===== src/rtl/img_pkg.sv =====
// Shared image-pipeline definitions: RGB565 colours, pack FSM states, counter-width helper.
package img_pkg;

    localparam logic [15:0] RGB565_WHITE = 16'hFFFF;
    localparam logic [15:0] RGB565_BLACK = 16'h0000;

    typedef enum logic {
        IDLE   = 1'b0,
        ACTIVE = 1'b1
    } pack_state_e;

    // A 1-entry dimension still needs a 1-bit counter.
    function automatic int cnt_w(input int n);
        return (n > 1) ? $clog2(n) : 1;
    endfunction

endpackage


===== src/rtl/frame_pos_cnt.sv =====
// Column/row tracker for a raster stream; flags the last pixel and the border band around
// the frame for the position of the beat currently presented.
module frame_pos_cnt
    import img_pkg::*;
#(
    parameter int IMG_W  = 640,
    parameter int IMG_H  = 480,
    parameter int BORDER = 2,
    localparam int COL_W = cnt_w(IMG_W),
    localparam int ROW_W = cnt_w(IMG_H)
) (
    input  logic clk,
    input  logic rst,
    input  logic clr,
    input  logic adv,
    output logic is_last,
    output logic is_border
);

    logic [COL_W-1:0] col_q, col_d, col_cur;
    logic [ROW_W-1:0] row_q, row_d, row_cur;
    logic             col_end;

    // clr makes this beat pixel (0,0), so flags and the increment use the restarted position.
    always_comb begin
        col_cur   = clr ? '0 : col_q;
        row_cur   = clr ? '0 : row_q;
        col_end   = (int'(col_cur) == IMG_W - 1);
        is_last   = col_end && (int'(row_cur) == IMG_H - 1);
        is_border = (int'(col_cur) < BORDER) || (int'(col_cur) >= IMG_W - BORDER) ||
                    (int'(row_cur) < BORDER) || (int'(row_cur) >= IMG_H - BORDER);
        col_d     = col_cur;
        row_d     = row_cur;
        if (adv) begin
            if (col_end) begin
                col_d = '0;
                row_d = is_last ? '0 : row_cur + 1'b1;
            end else begin
                col_d = col_cur + 1'b1;
            end
        end
    end

    always_ff @(posedge clk) begin
        if (rst) begin
            col_q <= '0;
            row_q <= '0;
        end else begin
            col_q <= col_d;
            row_q <= row_d;
        end
    end

endmodule


===== src/rtl/edge_rgb_pack.sv =====
// Expands the 1-bit Sobel edge stream to RGB565 with border blanking, sop/eop regeneration
// and frame error flagging. Define EDGE_STAT_EN to add the per-frame edge pixel count.
module edge_rgb_pack
    import img_pkg::*;
#(
    parameter int          IMG_W      = 640,
    parameter int          IMG_H      = 480,
    parameter int          BORDER     = 2,
    parameter logic [15:0] EDGE_COLOR = RGB565_WHITE,
    parameter logic [15:0] BG_COLOR   = RGB565_BLACK
`ifdef EDGE_STAT_EN
    ,
    localparam int CW = $clog2(IMG_W * IMG_H + 1)
`endif
) (
    input  logic          clk,
    input  logic          rst,
    input  logic          din,
    input  logic          din_vld,
    input  logic          din_sop,
    input  logic          din_eop,
    output logic [15:0]   dout,
    output logic          dout_vld,
    output logic          dout_sop,
    output logic          dout_eop,
    output logic          frame_err
`ifdef EDGE_STAT_EN
    ,
    output logic [CW-1:0] edge_cnt,
    output logic          edge_cnt_vld
`endif
);

    pack_state_e state_q, state_d;
    logic        beat_ok, pos_clr, is_last, is_border, end_frame, is_edge_px;
    logic [15:0] dout_q, dout_d;
    logic        dout_vld_q, dout_vld_d;
    logic        dout_sop_q, dout_sop_d;
    logic        dout_eop_q, dout_eop_d;
    logic        frame_err_q, frame_err_d;

    frame_pos_cnt #(
        .IMG_W  (IMG_W),
        .IMG_H  (IMG_H),
        .BORDER (BORDER)
    ) u_pos (
        .clk       (clk),
        .rst       (rst),
        .clr       (pos_clr),
        .adv       (beat_ok),
        .is_last   (is_last),
        .is_border (is_border)
    );

    // In IDLE only a sop beat is taken; any sop restarts the position at (0,0).
    always_comb begin
        beat_ok     = din_vld && ((state_q == ACTIVE) || din_sop);
        pos_clr     = beat_ok && din_sop;
        end_frame   = din_eop || is_last;
        is_edge_px  = beat_ok && din && !is_border;
        state_d     = state_q;
        dout_d      = '0;
        dout_vld_d  = 1'b0;
        dout_sop_d  = 1'b0;
        dout_eop_d  = 1'b0;
        frame_err_d = 1'b0;
        if (beat_ok) begin
            dout_d      = is_edge_px ? EDGE_COLOR : BG_COLOR;
            dout_vld_d  = 1'b1;
            dout_sop_d  = din_sop;
            dout_eop_d  = end_frame;
            // eop must coincide with the last position; a sop while active restarts the frame.
            frame_err_d = (din_eop ^ is_last) || (din_sop && (state_q == ACTIVE));
            state_d     = end_frame ? IDLE : ACTIVE;
        end
    end

    always_ff @(posedge clk) begin
        if (rst) begin
            state_q     <= IDLE;
            dout_q      <= '0;
            dout_vld_q  <= 1'b0;
            dout_sop_q  <= 1'b0;
            dout_eop_q  <= 1'b0;
            frame_err_q <= 1'b0;
        end else begin
            state_q     <= state_d;
            dout_q      <= dout_d;
            dout_vld_q  <= dout_vld_d;
            dout_sop_q  <= dout_sop_d;
            dout_eop_q  <= dout_eop_d;
            frame_err_q <= frame_err_d;
        end
    end

    assign dout      = dout_q;
    assign dout_vld  = dout_vld_q;
    assign dout_sop  = dout_sop_q;
    assign dout_eop  = dout_eop_q;
    assign frame_err = frame_err_q;

`ifdef EDGE_STAT_EN
    logic [CW-1:0] acc_cnt_q, acc_cnt_d, cnt_sum;
    logic [CW-1:0] edge_cnt_q, edge_cnt_d;
    logic          edge_cnt_vld_q, edge_cnt_vld_d;

    // The running count includes the current beat, so the eop pixel lands in the latched total.
    always_comb begin
        cnt_sum        = (pos_clr ? '0 : acc_cnt_q) + CW'(is_edge_px);
        acc_cnt_d      = acc_cnt_q;
        edge_cnt_d     = edge_cnt_q;
        edge_cnt_vld_d = 1'b0;
        if (beat_ok) begin
            if (end_frame) begin
                edge_cnt_d     = cnt_sum;
                edge_cnt_vld_d = 1'b1;
                acc_cnt_d      = '0;
            end else begin
                acc_cnt_d      = cnt_sum;
            end
        end
    end

    always_ff @(posedge clk) begin
        if (rst) begin
            acc_cnt_q      <= '0;
            edge_cnt_q     <= '0;
            edge_cnt_vld_q <= 1'b0;
        end else begin
            acc_cnt_q      <= acc_cnt_d;
            edge_cnt_q     <= edge_cnt_d;
            edge_cnt_vld_q <= edge_cnt_vld_d;
        end
    end

    assign edge_cnt     = edge_cnt_q;
    assign edge_cnt_vld = edge_cnt_vld_q;
`endif

endmodule


===== config.mk =====
export PLATFORM = sky130hd
export DESIGN_NAME = edge_rgb_pack
export DESIGN_NICKNAME = d
export VERILOG_FILES = /design/src/rtl/img_pkg.sv /design/src/rtl/frame_pos_cnt.sv /design/src/rtl/edge_rgb_pack.sv
export SDC_FILE = /design/constraint.sdc
export NUM_CORES = 1
export LEC_CHECK = 0
export BUFFER_PORTS_ARGS = -buffer_cell sky130_fd_sc_hd__buf_2
export CAP_MARGIN = 20
export CORE_ASPECT_RATIO = 0.9
export CORE_MARGIN = 4
export CORE_UTILIZATION = 40
export CTS_BUF_LIST = sky130_fd_sc_hd__clkbuf_16
export DETAILED_ROUTE_END_ITERATION = 12
export PLACE_DENSITY_LB_ADDON = 0.25
export SLEW_MARGIN = 20
export SYNTH_ARGS = -nofsm -noshare
export SYNTH_HDL_FRONTEND = slang
export SYNTH_HIERARCHICAL = 1
export SYNTH_SLANG_ARGS = --single-unit

===== constraint.sdc =====
create_clock -name clk -period 3 [get_ports clk]
set_input_delay 0.45 -clock clk [delete_from_list [all_inputs] [get_ports clk]]
set_output_delay 0.45 -clock clk [all_outputs]
set_load 0.03 [all_outputs]

Word-level counts from Yosys, hierarchy flattened
Index checks and enable logic that the tools add are counted.

word-level totals
  logic and storage cells = 42
  register bits = 40
  bits of input ports = 6

operators by class
  add/subtract/negate cells = 2
  order comparisons = 4
  reduce and logical (&&, ||, !) cells = 14
  bitwise operators = 2
  multiplexer cells = 10
  eq/ne operators = 2

operators with widths
  cell                                                                           count
  9-bit two-way mux                                                              4
  10-bit two-way mux                                                             3
  16-bit two-way mux                                                             1
  10-bit by 1-bit adder with 10-bit output, second input constant                1
  10-bit == test, second input constant                                          1
  10-bit greater-or-equal comparator, second input constant                      1
  10-bit by 2-bit less-than comparator with 1-bit output, second input constant  1
  9-bit by 1-bit adder with 9-bit output, second input constant                  1
  9-bit by 7-bit == test with 1-bit output, second input constant                1
  9-bit greater-or-equal comparator, second input constant                       1
  9-bit by 2-bit less-than comparator with 1-bit output, second input constant   1
  1-bit logical AND                                                              6
  1-bit logical OR                                                               6
  1-bit two-way mux                                                              2
  2-bit OR reduction                                                             1
  1-bit zero test                                                                1
  1-bit NOT                                                                      1
  1-bit XOR                                                                      1

Logic depth before layout (Yosys ltp)
Gate-level depths: netlist of run 1.

  word-level depth = 11
  depth in mapped cells = 12
  mapped depth without buffers = 10

Modules after synthesis
The synthesis of run 1 kept the hierarchy.

by module, submodules not included
  module         times used  cells each  area each (µm²)  sequential area each (µm²)
  frame_pos_cnt  1           141         1148.6           380.4
  edge_rgb_pack  1           38          342.8            120.1

Least setup slack after synthesis of run 1
OpenSTA, ideal clock, no wires.

  path kind = input to register
  start = in din_vld
  end = reg frame_err_q, in the netlist frame_err
  data arrival time = 2441 ps
  library setup time = 122 ps
  buffers on the path = 2
  slack = 438 ps
  cell stages on the path = 12
  cell sequence = and2_1 buf_2 nor2b_1 ha_1 and4_1 clkbuf_1 nand3_1 nor3_1 inv_1 ha_1 o21ai_0 a21oi_1

on the way
  longest elaborated chain between the ends = 7
  elaborated cells between the ends (all ways) = 11
  classes of those cells = eq/ne: 2; mux: 2; bitwise: 2; reduce/logical: 5

ends and longest elaborated chain
  item                                                                               RTL line                                  text
  start: declaration                                                                 edge_rgb_pack.sv:19                       input logic din_vld,
  1-bit logical AND *                                                                edge_rgb_pack.sv:57                       beat_ok = din_vld && ((state_q == ACTIVE) || din_sop);
  1-bit logical AND *                                                                edge_rgb_pack.sv:58                       pos_clr = beat_ok && din_sop;
  10-bit two-way mux / 9-bit two-way mux (equally long branches)                     frame_pos_cnt.sv:26, frame_pos_cnt.sv:27
  10-bit == test / 9-bit by 7-bit == test with 1-bit output (equally long branches)  frame_pos_cnt.sv:28, frame_pos_cnt.sv:29
  1-bit logical AND *                                                                frame_pos_cnt.sv:29                       is_last = col_end && (int'(row_cur) == IMG_H - 1);
  via is_last                                                                        edge_rgb_pack.sv:35                       logic beat_ok, pos_clr, is_last, is_border, end_frame, is_edge_px;
  1-bit XOR *                                                                        edge_rgb_pack.sv:73                       frame_err_d = (din_eop ^ is_last) || (din_sop && (state_q == ACTIVE));
  1-bit logical OR *                                                                 edge_rgb_pack.sv:73
  end signal: assignment                                                             edge_rgb_pack.sv:92                       frame_err_q <= frame_err_d;
  end: declaration                                                                   edge_rgb_pack.sv:40                       logic frame_err_q, frame_err_d;

Mark *: on every way through the listed nets, which the timed path passes. The rest lies on a longest branch.
A chain may end at the register's enable or synchronous reset.

Worst setup path in the final report of run 1
  start = in din_vld
  end = reg frame_err_q, in the netlist frame_err

on the way
  longest elaborated chain between the ends = 7
  elaborated cells between the ends (all ways) = 11
  classes of those cells = eq/ne: 2; mux: 2; bitwise: 2; reduce/logical: 5

ends and longest elaborated chain
  item                                                                               RTL line
  1-bit logical AND *                                                                edge_rgb_pack.sv:57
  1-bit logical AND *                                                                edge_rgb_pack.sv:58
  via pos_clr                                                                        edge_rgb_pack.sv:35
  10-bit two-way mux / 9-bit two-way mux (equally long branches)                     frame_pos_cnt.sv:26, frame_pos_cnt.sv:27
  10-bit == test / 9-bit by 7-bit == test with 1-bit output (equally long branches)  frame_pos_cnt.sv:28, frame_pos_cnt.sv:29
  1-bit logical AND *                                                                frame_pos_cnt.sv:29
  via is_last                                                                        edge_rgb_pack.sv:35
  1-bit XOR *                                                                        edge_rgb_pack.sv:73
  1-bit logical OR *                                                                 edge_rgb_pack.sv:73

Marks and branches as above.

==> results of run 1 <==
## final timing paths
check | start | to
worst max register to register | u_pos/row_q[0] | frame_err
worst min register to register | state_q | frame_err
worst min-delay path | din | dout[14]
worst max-delay path | din_vld | frame_err
## registers in the layout (all words and copies together), names as in the netlist
name	cells
u_pos/col_q	10
u_pos/row_q	9
dout	1
dout_eop	1
dout_sop	1
dout_vld	1
frame_err	1
state_q	1
## final cells by class
cell class,count,area (sq um)
fill,354,1850
clock inverter,1,3.75
multi-input combinational,127,828
clock buffer,3,75.1
sequential,25,500
inverter,4,15.0
tap,44,55.1
timing repair buffer,28,148
## metrics by stage
| step | instance area, sq um | total power, mW | util | std cells | worst slack, ps |
|---|---|---|---|---|---|
| 6_report | 1630 | 0.672 | 0.467 | 232 | 438 |
| 5_1_grt | 1630 | 0.699 | 0.467 | 232 | 236 |
| 4_1_cts | 1630 | 0.679 | 0.467 | 232 | 472 |
| 3_5_place_dp | 1550 | 0.388 | 0.445 | 228 | 208 |
| 3_3_place_gp | 1550 | 0.387 | 0.445 | 228 | 364 |
| 2_1_floorplan | 1490 | 0.372 | - | 179 | 438 |
## cell usage after synthesis (all sizes together), types with 2 or more instances
| library cell | count |
|---|---|
| a211oi | 2 |
| a21oi | 5 |
| a31oi | 2 |
| and2b | 3 |
| and3 | 6 |
| and4 | 2 |
| buf | 19 |
| clkbuf | 4 |
| dfxtp | 25 |
| ha | 3 |
| inv | 4 |
| mux2 | 2 |
| nand2 | 11 |
| nand2b | 3 |
| nand3 | 6 |
| nand4 | 7 |
| nand4b | 2 |
| nor2 | 12 |
| nor2b | 8 |
| nor3 | 14 |
| nor4 | 4 |
| o211ai | 5 |
| o21ai | 5 |
| or2 | 3 |
| xnor2 | 7 |
| xor2 | 2 |
## routing by layer
layer  routed length (um)  share of wire  track usage
met2                 1530           0.44        0.238
met5                    0              0            0
met4                   36          0.010       0.0376
met3                  297          0.086       0.0365
met1                 1580           0.46        0.206
## power by group
group	switching (mW)	leakage (nW)	total, mW	internal [mW]
Combinational	0.0275	0.403	0.0427	0.0152
Sequential	0.00220	0.202	0.338	0.336
Clock	0.113	0.0423	0.291	0.178
## logic make-up after synthesis
logic type               count (synthesis)  synth area share
buffers and inverters                   27             0.109
flip-flops                              25             0.336
adder cells (fa/ha/maj)                  3            0.0252
XOR/XNOR                                 9            0.0529
AO/OA/AOI/OAI                           26             0.117
AND/OR/NAND/NOR                         87             0.345
multiplexers                             2            0.0151
## cells in the final DEF (no fill, tap or decap), drive strengths merged, types with 4 or more instances in the layout
master and instances:
buf 28, dfxtp 25, nor3 14, nor2 12, nand2 11, nor2b 8
xnor2 7, nand4 7, nand3 6, and3 6, inv 5, a21oi 5
o211ai 5, o21ai 5, nor4 4
==> impl_results.md, run 1 <==
- Largest net degree at the start of global routing: 17
- EDFF count, synth: 0
- Critical Path AT: 2710 ps
- Status: completed
- Row count: 20
- Worst VDD drop: 0.000302 V
- Maxcap violations: 0
- Req. time, crit path: 3150 ps
- Asr flop ratio synth: 0
- Post-synthesis cell type count: 44
- Nets@finish: 198
- Worst setup SP type: input pin
- Total CTS buffers: 3
- Buf/Inv on CP: 2
- Die area: 4770 sq um
- PortBufs: 25
- Clk slew on worst S/H paths: 60 ps
- Die Ht: 65.9 um
- Number of global-route vias before repair: 1245
- Worst Reg-to-Reg Cells: 9
- CP max stage delay: 330 ps
- Ys Warns: 6
- Tmin final: 2560 ps
- GRT Util Overall: 0.151
- Area growth, synth to finish: 8.98%
- Final RePlAce weighted congestion: 0.849
- Synthesized net count: 188
- Cell Chain, Critical Path: buf_2, and2_1, nor2b_1, ha_1, and4_1, nand3_1, nor3_1, inv_1, ha_1, o21ai_0, a21oi_1
- First-pass GRT wire length: 5770 um
- I/O Pins: 26
- H-tree levels: 1
- Clk root buf: clkbuf_16
- Critical Path Sink Type: flip-flop
- CTS tree: yes
- Mapped Avg Cell Area: 8.33 sq um
- WL final: 3440 um
- Fmax: 390 MHz
- R2R setup slack: 620 ps
- Yosys top cell by area: dfxtp_1
- Most used cell along the critical path: ha_1
- Hold path depth: 2
- Synth area leaders: dfxtp_1 34%, buf_4 7.6%, nor3_1 4.4%
- Main flop type after synthesis: dfxtp_1
- Sequential fraction of the synthesis area: 0.336
- Starting Density: 0.429
- Fin. Hold Viols: 0
- Clock skew: 1.87 ps
- Postcts setup bufs: 0
- Period utilization: 0.854
- Core Region: 3480 sq um
- Slew @ Worst Pin: 364 ps
- Die Wd: 72.4 um
- Slew Limit Fails: 0
- Final setup viols: 0
- Layout cell share with drive strength beyond 1: 0.197
- Yosys top cell area share: 0.336
- DP Wirelength: 2590 um
- Drt first pass iters: 4
- Grt total ovfl: 0
- Seq cells post-synth: 25
- RSZ-0062 raised after global routing: false
- Crit-path slowest cell: and4_1
- Post-CTS Resized: 0
- Diode count: 0
- Worst-path fanout max: 7
- Via count: 1344
- Insertion delay to the later sink of the worst-skew pair: 260 ps
- Number of vias per cell: 5.79
- Cells after Synth: 179
- Pleak: 0.647 nW
- Hold WC Path Type: input pin to flip-flop
- Drt initial violations: 118
- Worst path top cell family by delay: simple AND/OR/NAND/NOR gates
- Sink Count: 25
- Initial antenna violation count: 0
- Cts-stage hold buffer count: 0
- CP Class: input pin to flip-flop
- Remaining antenna violation count: 0
- Pwr Density: 413 nW/um^2
- Rel. slew slack: 0.757
- Critical path depth in cells: 11
- Maximum clock insertion buffer count: 2
- WL/cell: 14.8 um
- DRC violations left: 0
- Hold_ws: 479 ps
- Mapped Area: 1490 sq um
- Setup TNS: 0 ps
Power figures use the tool's default switching activity.
==> inputs of run 2 (changes only) <==
==> constraint.sdc (replaced) <==
create_clock -name clk -period 3 [get_ports clk]
set_input_delay 0.3 -clock clk [delete_from_list [all_inputs] [get_ports clk]]
set_output_delay 0.3 -clock clk [all_outputs]
set_load 0.03 [all_outputs]
==> run 2 against run 1 <==
Net effect:
- first-iteration DRC count increased by 3.4%
- sequential cell count unchanged
- global-route usage decreased by 0.67 points
- clock power about the same
- maximum frequency increased by 5.9%
- power decreased by 0.72%
- clock skew increased by 2.8 ps
- critical path type unchanged
==> impl_results.md, run 2 (same netlist as run 1, synthesis figures left out) <==
- Pleak: 0.638 nW (was 0.647 nW)
- Number of vias per cell: 5.75 (was 5.79)
- Diode count: 0 (unchanged)
- Initial antenna violation count: 0 (unchanged)
- Req. time, crit path: 3150 ps (about the same)
- Number of global-route vias before repair: 1205 (was 1245)
- Layout Utilization: 0.463 (was 0.467)
- First-pass GRT wire length: 5610 um (was 5770 um)
- Via count: 1323 (was 1344)
- Insertion delay to the later sink of the worst-skew pair: 260 ps (about the same)
- PortBufs: 25 (unchanged)
- Biggest regs: u_pos/col_q x10, u_pos/row_q x9 (unchanged)
- Period utilization: 0.807 (was 0.854)
- Worst R2R End: frame_err (unchanged)
- Area growth, synth to finish: 7.97% (was 8.98%)
- GRT Util Overall: 0.144 (was 0.151)
- CP Class: input pin to flip-flop (unchanged)
- Clk slew on worst S/H paths: 60 ps (about the same)
- Hold Path Origin: din (unchanged)
- H-tree levels: 1 (unchanged)
- Leading cell types in the layout, fill and taps excluded: 25 x dfxtp_1, 25 x buf_2, 13 x nor3_1 (unchanged)
- DRC violations left: 0 (unchanged)
- Post-Place Cells: 226 (was 228)
- Drt initial violations: 122 (was 118)
- Largest net degree at the start of global routing: 17 (unchanged)
- Core Region: 3480 sq um (unchanged)
- Status: completed (unchanged)
- Die area: 4770 sq um (unchanged)
- Rel. slew slack: 0.715 (was 0.757)
- Die Ht: 65.9 um (unchanged)
- Setup TNS: 0 ps (unchanged)
- RSZ-0062 raised after global routing: false (unchanged)
- Fmax: 413 MHz (was 390 MHz)
- Row count: 20 (unchanged)
- WL/cell: 14.4 um (was 14.8 um)
- Drt first pass iters: 4 (unchanged)
- Biggest register: u_pos/col_q (unchanged)
- WL final: 3320 um (was 3440 um)
- I/O Pins: 26 (unchanged)
- Tmin final: 2420 ps (was 2560 ps)
- R2R setup slack: 600 ps (was 620 ps)
- Remaining antenna violation count: 0 (unchanged)
- Total CTS buffers: 3 (unchanged)
- Grt total ovfl: 0 (unchanged)
- Worst setup SP type: input pin (unchanged)
- Max FFs per register: 10 (unchanged)
- Postcts setup bufs: 0 (unchanged)
- Critical Path Sink Type: flip-flop (unchanged)
- Post-CTS Resized: 0 (unchanged)
- Worst Setup SP: din_vld (unchanged)
- Final RePlAce weighted congestion: 0.870 (was 0.849)
- Layout cell share with drive strength beyond 1: 0.188 (was 0.197)
- Worst VDD drop: 0.000228 V (was 0.000302 V)
- Die Wd: 72.4 um (unchanged)
- Worst Reg-to-Reg Cells: 9 (unchanged)
- Clk root buf: clkbuf_16 (unchanged)
- Fin cells: 230 (was 232)
- Hold_ws: 327 ps (was 479 ps)
- Cts-stage hold buffer count: 0 (unchanged)
- Clock skew: 4.65 ps (was 1.87 ps)
- Pwr Density: 414 nW/um^2 (was 413 nW/um^2)
- Worst-path fanout max: 7 (unchanged)
- Hold WC Path Type: input pin to flip-flop (unchanged)
- DP Wirelength: 2500 um (was 2590 um)
- Reg2reg start: u_pos/row_q[0] (unchanged)
- Starting Density: 0.429 (unchanged)
- Maximum clock insertion buffer count: 2 (unchanged)
- Fin. Hold Viols: 0 (unchanged)
- Hold Path Sink: dout[14] (unchanged)
- Slew Limit Fails: 0 (unchanged)
- Nets@finish: 196 (was 198)
- Sink Count: 25 (unchanged)
- CTS tree: yes (unchanged)
- Maxcap violations: 0 (unchanged)
- Hold path depth: 2 (unchanged)
- Critical Path AT: 2570 ps (was 2710 ps)
- Final setup viols: 0 (unchanged)
- Slew @ Worst Pin: 427 ps (was 364 ps)
[run 2: cell types whose count changed in the layout (fill, tap and decap cells not counted)]
cell   previous run  this run
buf_4             3         1
[run 2: cell type report]
cell class,count,area [sq um]
Multi-Input combinational cell,127,828
Fill cell,351,1870
Sequential cell,25,500
Tap cell,44,55.1
Inverter,4,15.0
Clock inverter,1,3.75
Timing Repair Buffer,26,133
Clock buffer,3,75.1
[run 2: where the power goes]
| group | internal (mW) | leakage, nW | switching (mW) |
|---|---|---|---|
| clock network | 0.178 | 0.0423 | 0.111 |
| registers | 0.336 | 0.202 | 0.00215 |
| logic | 0.0140 | 0.393 | 0.0261 |
| total | 0.528 | 0.638 | 0.139 |
[run 2: worst max path at each step]
| stage | to | cells after the start | slack [ps] |
|---|---|---|---|
| after CTS | frame_err | 11 | 620 |
| final | frame_err | 11 | 580 |
| after detailed placement | frame_err | 11 | 350 |
| after global placement | frame_err | 11 | 520 |
| after global routing | frame_err | 11 | 360 |
| after floorplan | frame_err | 12 | 590 |
[run 2: critical path: stages]
cell,delay (ps)
buf_2,120
and2_1,220
nor2b_1,230
ha_1,250
and4_1,340
nand3_1,220
nor3_1,270
inv_1,70
ha_1,290
o21ai_0,170
a21oi_1,80
[run 2: routing by layer]
metal,track usage,up-vias,part of all wire,routed length [um]
li1,-,647,-,-
met1,0.197,604,0.45,1510
met2,0.233,65,0.44,1450
met3,0.0334,7,0.099,330
met4,0.0258,0,0.0099,33
met5,0,-,0,0
[run 2: per-stage QoR]
| stage | worst slack [ps] | instance area, sq um | power (mW) |
|---|---|---|---|
| floorplan | 588 | 1490 | 0.372 |
| global placement | 518 | 1530 | 0.386 |
| detailed placement | 347 | 1530 | 0.386 |
| CTS | 623 | 1610 | 0.676 |
| global route | 358 | 1610 | 0.693 |
| finish | 580 | 1610 | 0.667 |
==> inputs of run 3 (changes only) <==
Clock period 3 ns to 2.35 ns, I/O delays scaled along.
==> run 3 against run 2 <==
Net effect:
- count of clock-buffer cells in the layout is the same
- sequential share of layout area shrank 1.4 points
- non-clock buffer count is 10 higher
- final cell count is 4.3% higher
- register-to-register slack worse by 340 ps
- power grew 29%
- via count rose by 4.5%
- clock skew fell by 2.9 ps
- sequential power is 28% higher
- critical path type is now flip-flop to flip-flop
- largest power group unchanged
==> impl_results.md, run 3 (same netlist as run 1, synthesis figures left out) <==
- Layout Utilization: 0.485 (was 0.463)
- Hold WC Path Type: input pin to flip-flop (unchanged)
- Clock skew: 1.74 ps (was 4.65 ps)
- Sink Count: 25 (unchanged)
- Row count: 20 (unchanged)
- Req. time, crit path: 2490 ps (was 3150 ps)
- Nets@finish: 206 (was 196)
- Total CTS buffers: 3 (unchanged)
- Maximum clock insertion buffer count: 2 (unchanged)
- Via count: 1382 (was 1323)
- WL final: 3560 um (was 3320 um)
- Leading cell types in the layout, fill and taps excluded: 25 x dfxtp_1, 25 x buf_2, 13 x nor3_1 (unchanged)
- Most used cell along the critical path: ha_1 (unchanged)
- H-tree levels: 1 (unchanged)
- Number of global-route vias before repair: 1288 (was 1205)
- Remaining antenna violation count: 0 (unchanged)
- Slew @ Worst Pin: 373 ps (was 427 ps)
- Postcts setup bufs: 0 (unchanged)
- Pleak: 0.685 nW (was 0.638 nW)
- DRC violations left: 0 (unchanged)
- Diode count: 0 (unchanged)
- Clk root buf: clkbuf_16 (unchanged)
- Die area: 4770 sq um (unchanged)
- CP max stage delay: 370 ps (was 340 ps)
- Critical Path Sink Type: flip-flop (unchanged)
- CTS tree: yes (unchanged)
- Core Region: 3480 sq um (unchanged)
- Fin. Hold Viols: 0 (unchanged)
- RSZ-0062 raised after global routing: false (unchanged)
- Tmin final: 2090 ps
- Pwr Density: 512 nW/um^2 (was 414 nW/um^2)
- Number of vias per cell: 5.76 (was 5.75)
- I/O Pins: 26 (unchanged)
- Insertion delay to the later sink of the worst-skew pair: 260 ps (about the same)
- Footprint of the multi-input gates: 828 sq um (unchanged)
- Initial antenna violation count: 0 (unchanged)
- Worst-path fanout max: 4 (was 7)
- Final setup viols: 0 (unchanged)
- WL/cell: 14.8 um (was 14.4 um)
- Biggest regs: u_pos/col_q x10, u_pos/row_q x9 (unchanged)
- Worst VDD drop: 0.000307 V (was 0.000228 V)
- PortBufs: 25 (unchanged)
- GRT Util Overall: 0.161 (was 0.144)
- Largest net degree at the start of global routing: 17 (unchanged)
- Area growth, synth to finish: 13.1% (was 7.97%)
- Crit-path slowest cell: dfxtp_1 (was and4_1)
- Cell Chain, Critical Path: nor2b_1, ha_1, and4_1, nand3_1, nor3_1, inv_1, ha_1, o21ai_0, a21oi_1 (was buf_2, and2_1, nor2b_1, ha_1, and4_1, nand3_1, nor3_1, inv_1, ha_1, o21ai_0, a21oi_1)
- Rel. slew slack: 0.751 (was 0.715)
- First-pass GRT wire length: 6180 um (was 5610 um)
- Final RePlAce weighted congestion: 0.853 (was 0.870)
- Fmax: 478 MHz
- Worst setup SP type: flip-flop (was input pin)
- Slew Limit Fails: 0 (unchanged)
- Die Wd: 72.4 um (unchanged)
- Status: completed (unchanged)
- Clk slew on worst S/H paths: 60 ps (about the same)
- Biggest register: u_pos/col_q (unchanged)
- Setup TNS: 0 ps (unchanged)
- Max FFs per register: 10 (unchanged)
- Drt first pass iters: 4 (unchanged)
- Critical Path AT: 2240 ps (was 2570 ps)
- CP Class: flip-flop to flip-flop (was input pin to flip-flop)
- Grt total ovfl: 0 (unchanged)
- DP Wirelength: 2720 um (was 2500 um)
- # fillers: 355 (was 351)
- Layout cell share with drive strength beyond 1: 0.235 (was 0.188)
- Cts-stage hold buffer count: 0 (unchanged)
- Maxcap violations: 0 (unchanged)
- Fin cells: 240 (was 230)
- Post-CTS Resized: 0 (unchanged)
- Starting Density: 0.429 (unchanged)
- Period utilization: 0.890
- Die Ht: 65.9 um (unchanged)
- Post-Place Cells: 236 (was 226)
- Register Area: 500 sq um (unchanged)
- Drt initial violations: 88 (was 122)
run 3: changes by cell type in the layout (fill, tap and decap cells not counted), sizes merged:
cell    before  now
buf         26   36
clkinv       0    1
inv          5    4
run 3: power by group:
part           internal (mW)  switching (mW)  leakage [nW]
Sequential             0.429         0.00301         0.202
Combinational         0.0195          0.0360         0.442
Clock                  0.229           0.147        0.0409
Total                  0.677           0.186         0.685
run 3: metrics by stage:
| step | hold WS [ps] | instance area, sq um | worst slack, ps | power [mW] |
|---|---|---|---|---|
| floorplan | 311 | 1490 | 2.99 | 0.475 |
| global placement | 490 | 1610 | 149 | 0.495 |
| detailed placement | 503 | 1610 | 42.4 | 0.496 |
| CTS | 266 | 1690 | 258 | 0.876 |
| global route | 268 | 1690 | 37.5 | 0.896 |
| finish | 269 | 1690 | 259 | 0.863 |
run 3: path summary, 6_finish.rpt:
check	startpoint	to	slack, ps	cells after the start
worst max-delay path	u_pos/row_q[1]	frame_err	260	9
worst min-delay path	din_sop	frame_err	270	3
worst max register to register	u_pos/row_q[1]	frame_err	260	9
worst min register to register	state_q	frame_err	520	2
run 3: per-layer routing:
layer / vias up / GRT usage / share of wire
met5: - / 0 / 0
met4: 0 / 0.0282 / 0.0053
met1: 662 / 0.217 / 0.45
met2: 50 / 0.266 / 0.45
li1: 668 / - / -
met3: 2 / 0.0319 / 0.088
run 3: worst max-delay path: cells and delay by family (launching register included):
kind                       cells  cell delay [ps]
DFF                            1              370
adders and majority gates      2              500
AOI/OAI and AO/OA              2              250
buffers and inverters          1               70
and+or+nand+nor                4              780
run 3: layout make-up:
| class | instances | area share |
|---|---|---|
| well taps | 44 | 0.0326 |
| clock inverters | 1 | 0.00297 |
| flip-flops and latches | 25 | 0.297 |
| repair buffers | 36 | 0.123 |
| multi-input cells | 127 | 0.491 |
| clock buffers | 3 | 0.0445 |
| inverters | 4 | 0.00890 |
